### src/rtl/spi_slave.sv
// SPI mode-0 responder: oversamples sclk/cs_n/mosi in the clk domain, receives a
// 128/192/256-bit frame MSB-first and shifts a response block out on miso.
module spi_slave #(
  parameter int MAX_BITS    = 256,
  parameter int SYNC_STAGES = 2
) (
  input  logic                clk,
  input  logic                reset,
  input  logic                sclk,
  input  logic                cs_n,
  input  logic                mosi,
  output logic                miso,
  input  logic [1:0]          size,
  input  logic [MAX_BITS-1:0] tx_data,
  output logic [MAX_BITS-1:0] rx_data,
  output logic                rx_valid,
  output logic                busy,
  output logic                err
);

  localparam int CW = $clog2(MAX_BITS + 1);
  localparam logic [CW-1:0] MAX_N = CW'(MAX_BITS);
  localparam logic [MAX_BITS-1:0] ONES = {MAX_BITS{1'b1}};

  typedef enum logic [1:0] {IDLE, SHIFT, HOLD} state_t;

  logic [SYNC_STAGES-1:0] sclkSync_q, csSync_q, mosiSync_q;
  logic                   sclkDly_q, csDly_q;
  logic                   sclkRise, sclkFall, csRise, csFall, mosiBit;

  state_t                 state_q, state_d;
  logic [CW-1:0]          count_q, count_d;
  logic [CW-1:0]          nBits_q, nBits_d;
  logic [MAX_BITS-1:0]    txShift_q, txShift_d;
  logic [MAX_BITS-1:0]    rxShift_q, rxShift_d;
  logic [MAX_BITS-1:0]    rxData_q, rxData_d;
  logic                   miso_q, miso_d;
  logic                   err_q, err_d;
  logic                   commit_q, commit_d;
  logic                   rxValid_q, rxValid_d;
  logic [CW-1:0]          sizeBits;
  logic [MAX_BITS-1:0]    txLoad;
  logic [MAX_BITS-1:0]    rxMask;

  // cs_n chain resets low so a select held low across reset never looks like a new frame
  always_ff @(posedge clk or posedge reset) begin
    if (reset) begin
      sclkSync_q <= '0;
      csSync_q   <= '0;
      mosiSync_q <= '0;
      sclkDly_q  <= 1'b0;
      csDly_q    <= 1'b0;
    end else begin
      sclkSync_q <= {sclkSync_q[SYNC_STAGES-2:0], sclk};
      csSync_q   <= {csSync_q[SYNC_STAGES-2:0], cs_n};
      mosiSync_q <= {mosiSync_q[SYNC_STAGES-2:0], mosi};
      sclkDly_q  <= sclkSync_q[SYNC_STAGES-1];
      csDly_q    <= csSync_q[SYNC_STAGES-1];
    end
  end

  assign sclkRise = sclkSync_q[SYNC_STAGES-1] & ~sclkDly_q;
  assign sclkFall = ~sclkSync_q[SYNC_STAGES-1] & sclkDly_q;
  assign csRise   = csSync_q[SYNC_STAGES-1] & ~csDly_q;
  assign csFall   = ~csSync_q[SYNC_STAGES-1] & csDly_q;
  assign mosiBit  = mosiSync_q[SYNC_STAGES-1];

  always_comb begin
    case (size)
      2'b00:   sizeBits = CW'(128);
      2'b01:   sizeBits = CW'(192);
      default: sizeBits = CW'(256);
    endcase
  end

  // Response is left-justified so the next miso bit is always the buffer MSB
  assign txLoad = tx_data << (MAX_N - sizeBits);
  assign rxMask = ONES >> (MAX_N - nBits_q);

  always_comb begin
    state_d   = state_q;
    count_d   = count_q;
    nBits_d   = nBits_q;
    txShift_d = txShift_q;
    rxShift_d = rxShift_q;
    rxData_d  = rxData_q;
    miso_d    = miso_q;
    err_d     = 1'b0;
    commit_d  = 1'b0;
    rxValid_d = 1'b0;

    if (commit_q) begin
      rxData_d  = rxShift_q & rxMask;
      rxValid_d = 1'b1;
    end

    unique case (state_q)
      IDLE: begin
        miso_d  = 1'b0;
        count_d = '0;
        if (csFall) begin
          if (size == 2'b11) begin
            err_d   = 1'b1;
            state_d = HOLD;
          end else begin
            nBits_d   = sizeBits;
            txShift_d = txLoad;
            miso_d    = txLoad[MAX_BITS-1];
            state_d   = SHIFT;
          end
        end
      end
      SHIFT: begin
        if (sclkRise) begin
          rxShift_d = {rxShift_q[MAX_BITS-2:0], mosiBit};
          count_d   = (count_q == nBits_q) ? count_q : count_q + CW'(1);
        end
        // Completion wins over a simultaneous deselect
        if (sclkRise && (count_q == nBits_q - CW'(1))) begin
          commit_d = 1'b1;
          miso_d   = 1'b0;
          state_d  = HOLD;
        end else if (csRise) begin
          err_d   = 1'b1;
          miso_d  = 1'b0;
          state_d = IDLE;
        end else if (sclkFall) begin
          txShift_d = txShift_q << 1;
          miso_d    = txShift_q[MAX_BITS-2];
        end
      end
      HOLD: begin
        miso_d = 1'b0;
        if (csRise) state_d = IDLE;
      end
      default: state_d = IDLE;
    endcase
  end

  always_ff @(posedge clk or posedge reset) begin
    if (reset) begin
      state_q   <= IDLE;
      count_q   <= '0;
      nBits_q   <= '0;
      txShift_q <= '0;
      rxShift_q <= '0;
      rxData_q  <= '0;
      miso_q    <= 1'b0;
      err_q     <= 1'b0;
      commit_q  <= 1'b0;
      rxValid_q <= 1'b0;
    end else begin
      state_q   <= state_d;
      count_q   <= count_d;
      nBits_q   <= nBits_d;
      txShift_q <= txShift_d;
      rxShift_q <= rxShift_d;
      rxData_q  <= rxData_d;
      miso_q    <= miso_d;
      err_q     <= err_d;
      commit_q  <= commit_d;
      rxValid_q <= rxValid_d;
    end
  end

  assign miso     = miso_q;
  assign rx_data  = rxData_q;
  assign rx_valid = rxValid_q;
  assign err      = err_q;
  assign busy     = (state_q != IDLE);

endmodule

### config.mk
export PLATFORM = sky130hd
export DESIGN_NAME = spi_slave
export DESIGN_NICKNAME = d
export VERILOG_FILES = /design/src/rtl/spi_slave.sv
export SDC_FILE = /design/constraint.sdc
export NUM_CORES = 2
export LEC_CHECK = 0
export BUFFER_PORTS_ARGS = -buffer_cell sky130_fd_sc_hd__clkbuf_2
export CAP_MARGIN = 40
export CORE_ASPECT_RATIO = 0.8
export CORE_MARGIN = 5
export CORE_UTILIZATION = 62
export DETAILED_ROUTE_END_ITERATION = 10
export PLACE_DENSITY = 0.85
export SYNTH_ARGS = -nofsm -noshare
export SYNTH_HDL_FRONTEND = slang
export SYNTH_SLANG_ARGS = --single-unit
export TNS_END_PERCENT = 20
### constraint.sdc
create_clock -name clk -period 55 [get_ports clk]
set_input_delay 2.75 -clock clk [delete_from_list [all_inputs] [get_ports clk]]
set_output_delay 2.75 -clock clk [all_outputs]
set_load 0.005 [all_outputs]
==> results.txt <==
The most critical setup path has its startpoint at size[0]. The number of global-route vias before repair came out at 26100. Max-cap violations in this run came to 0. The total number of nets in the final design is 3875.

After detailed routing, the total wire length is between 90000 and 100000 um. From synthesis to final layout, the design area changed by 15.1%. In this run the critical register-to-register path is captured at txShift_q[7]$_DFFE_PP0P_.

The final period demand of the worst path is 5.56 ns. After synthesis the netlist holds a flip-flop and latch count of 793. The final RePlAce weighted congestion came out at 0.816. Input and output buffers added on the ports amount to 522. Summed over its instances, the top area cell type makes up 54.5% of the synthesized netlist area. The max-slew violation count is 0. The starting utilization of the core area is 62.6%. After synthesis, the cell types taking the most area are dfrtp_1, nand2_1, mux2_4, a22o_1, mux2_2.

TritonCTS built the clock tree. The number of primary I/O pins is 523. The total half-perimeter wirelength after legalization and detailed placement is 57900 um. The post-synthesis net count is around 3500. Combinational logic is responsible for about a quarter of the overall power. The synthesis warning total came out at 0. The part of the power in the clock network came out at between 30% and 40%. The initial antenna violation count is 9. The worst-case vdd ir drop came out at 34.1 uV. The flow ran to the end, and the final reports show no timing, DRC or antenna violations. The register share of total power came out at a little over two fifths. The combined area of all synthesized cells is 36400 um2. The number of rows created at floorplan is between 70 and 80. The type of the worst setup path is input port to register. Counting stages on the worst path, the most repeated cell is buf_4. The sort of element at the end of the critical path is a register. Along the worst path, the maximum fanout reaches 57.

The post-detailed-route DRC marker count came out at 0. Sequential elements use between 50% and 60% of the synthesized area. The mean routed wirelength per cell came out at around 21 um. The static power due to leakage is 21.9 nW. The critical path data required time came out at 55.49 ns.

The analysis attributes to net switching a power of 0.482 mW. The number of setup buffers added after CTS is 0. The startpoint identified for the worst register-to-register timing path is state_q[1]$_DFFE_PP0P_. The area of the core region came out at about 58000 um2.

The slowest stage of the critical path belongs to the cell and3_4. The count of flip-flops with a built-in enable after synthesis came out at 0. The path type of the worst min-delay path is register to register. The period utilization is roughly a tenth. Gates resized during post-CTS repair numbered 0.

The tree is rooted in a clkbuf_16. The total power after layout is 1.72 mW. The overall overflow remaining after global route came out at 0. The fraction of synthesis flops using an asynchronous set or reset pin came out at 100%. The power per standard cell area is 41.0 nW/um2. The number of stages on the worst setup path is 7. The height of the chip came out at 227 um. The number of unique standard cell types used by synthesis is 47.

The wire length of the first global-routing pass is 144000 um. Counting both buffers and inverters, the worst setup path holds a total of 4. The setup slack of the most critical reg-to-reg path is 50.66 ns.

The width of the die is 281 um. The delay of the slowest critical-path stage came out at 0.73 ns. The type of element launching the critical path is an input port. The routed via count came out at 26200. The final worst clock skew is 0.0289 ns.

The average cell area after synthesis came out at 11.4 um2. The area enclosed by the die boundary is about 64000 um2. Setup slack closes at 49.44 ns.

In the synthesized netlist the dominant register cell turns out to be dfrtp_1. Ranked by instance count, the synthesized netlist is headed by nand2_1, dfrtp_1, a22o_1. The number of buffers on the longest clock path came out at 3. The upper clock frequency limit is 0.180 GHz.

The clock buffer count from CTS came out at 75. The slew at the pin closest to its max-slew limit came out at 0.988 ns. The number of standard cells after synthesis is 3199. The initial DRC count came out at 2154. The clock-pin slew of the registers on the worst-case setup and hold paths is ~0.060 ns.

The maximum level of the CTS H-tree came out at 3. The largest net degree at the start of global routing came out at 166. The critical path goes through buf_6 -> nand3_1 -> and3_4 -> buf_4 -> buf_4 -> buf_16 -> mux2_2. The ratio of cells with drive above 1 in the final layout is 29.8%. The most common cell in the synthesized netlist is nand2_1.

The number of nets with antenna violations after routing came out at 0. The kind of cell with the highest combined delay along the critical path is buffers and inverters. The first TritonRoute pass finished after 5 iterations. The average vias per placed instance came out at 5.90. The count of final hold-check violations was 0. The end point of the critical path is txShift_q[7]$_DFFE_PP0P_. Cell internal power was estimated by the tool at 1.23 mW. The switching power share of the total is 28.1%. The final standard cell utilization of the core came out at about 72%.

The worst pin sits at a relative slew slack of 34.1%. Adding up every negative setup slack in the final design gives 0 ns. The post-placement setup slack came out at 48.84 ns. The worst register-to-register path has a depth of 9. The arrival time of the worst setup path came out at between 6 and 7 ns. Setup violations remaining at the end of the flow were counted as 0. The clock latency on the worst-skew pair is between 0.6 and 0.7 ns.

Setup repair after global routing left no endpoint under its margin. Summed over all instances, the cell type with the most area after synthesis is dfrtp_1. The quantity of hold-fixing buffers added after cts came out at 0. The CTS sink count is 793. Global routing used 27.8% of the available tracks across all layers.
worst min-delay path by stage:
stage	to	slack, ns	from	cells past startpoint
floorplan	csSync_q[1]$_DFF_PP0_	0.33	csSync_q[0]$_DFF_PP0_	0
global placement	mosiSync_q[1]$_DFF_PP0_	0.33	mosiSync_q[0]$_DFF_PP0_	0
detailed placement	csSync_q[1]$_DFF_PP0_	0.33	csSync_q[0]$_DFF_PP0_	0
CTS	mosiSync_q[1]$_DFF_PP0_	0.35	mosiSync_q[0]$_DFF_PP0_	0
global route	mosiSync_q[1]$_DFF_PP0_	0.35	mosiSync_q[0]$_DFF_PP0_	0
finish	mosiSync_q[1]$_DFF_PP0_	0.34	mosiSync_q[0]$_DFF_PP0_	0
final cells by class:
| class | instances | area [um2] |
|---|---|---|
| flip-flops and latches | 793 | 19800 |
| fillers | 3812 | 16200 |
| multi-input cells | 2150 | 15100 |
| repair buffers | 570 | 3290 |
| clock buffers | 106 | 2160 |
| well taps | 769 | 962 |
| clock inverters | 31 | 417 |
| inverters | 12 | 62.6 |
| diodes | 8 | 20.0 |
stage by stage:
step | instances | area [um2] | hold WS (ns)
6_report | 4439 | 41900 | 0.344
5_1_grt | 4439 | 41900 | 0.347
4_1_cts | 4431 | 41900 | 0.348
3_5_place_dp | 4294 | 39300 | 0.335
3_3_place_gp | 4279 | 38900 | 0.332
2_1_floorplan | 3199 | 36400 | 0.331
cells by family (layout without fill, tap and decap cells):
family	Yosys count	in the layout	share of synthesized area [%]
compound gates	598	598	12.1
xor+xnor	11	11	0.306
fa+ha+maj	10	10	0.344
buf+inv	256	719	4.05
flops	793	793	54.5
mux	512	512	17.9
other cells	0	8	0
simple gates	1019	1019	10.8
flip-flops by register name, indices dropped and copies added, names as in the netlist:
| signal | cells |
|---|---|
| err | 1 |
| miso | 1 |
| mosiSync_q | 2 |
| commit_q | 1 |
| rxShift_q | 256 |
| rx_data | 256 |
| txShift_q | 255 |
| sclkDly_q | 1 |
| nBits_q | 3 |
| rx_valid | 1 |
| count_q | 9 |
| sclkSync_q | 2 |
| state_q | 2 |
| csDly_q | 1 |
| csSync_q | 2 |
power groups by stage:
stage	clock, mW	combinational, mW	sequential (mW)
5_1_grt	0.571	0.475	0.747
3_3_place_gp	0	0.416	0.741
2_1_floorplan	0	0.377	0.726
6_report	0.538	0.441	0.738
4_1_cts	0.545	0.441	0.736
3_5_place_dp	0	0.438	0.743
layer usage:
metal	global-route usage, %	vias to the layer above	wire length (um)
met4	10.5	2	3450
met1	38.2	13300	38000
met5	0	-	15
met2	44.8	862	44600
li1	-	11900	-
met3	5.20	203	5250
cells in the final DEF, fill, tap and decap left out, drive strengths merged, types with 3 or more instances in the layout:
cell type  synthesis  final
nand2            969    969
dfrtp            793    793
clkbuf           105    627
mux2             382    382
a22o             317    317
o21ai            199    199
mux2i            130    130
a22oi             63     63
buf              139     49
nor2              16     16
clkinv             0     16
inv               12     15
ha                10     10
diode              0      8
a21oi              6      6
clkinvlp           0      6
bufinv             0      6
nor2b              6      6
nand3              5      5
xor2               5      5
xnor2              5      5
nand2b             3      3
and3               3      3
Power figures use the tool's default switching activity.
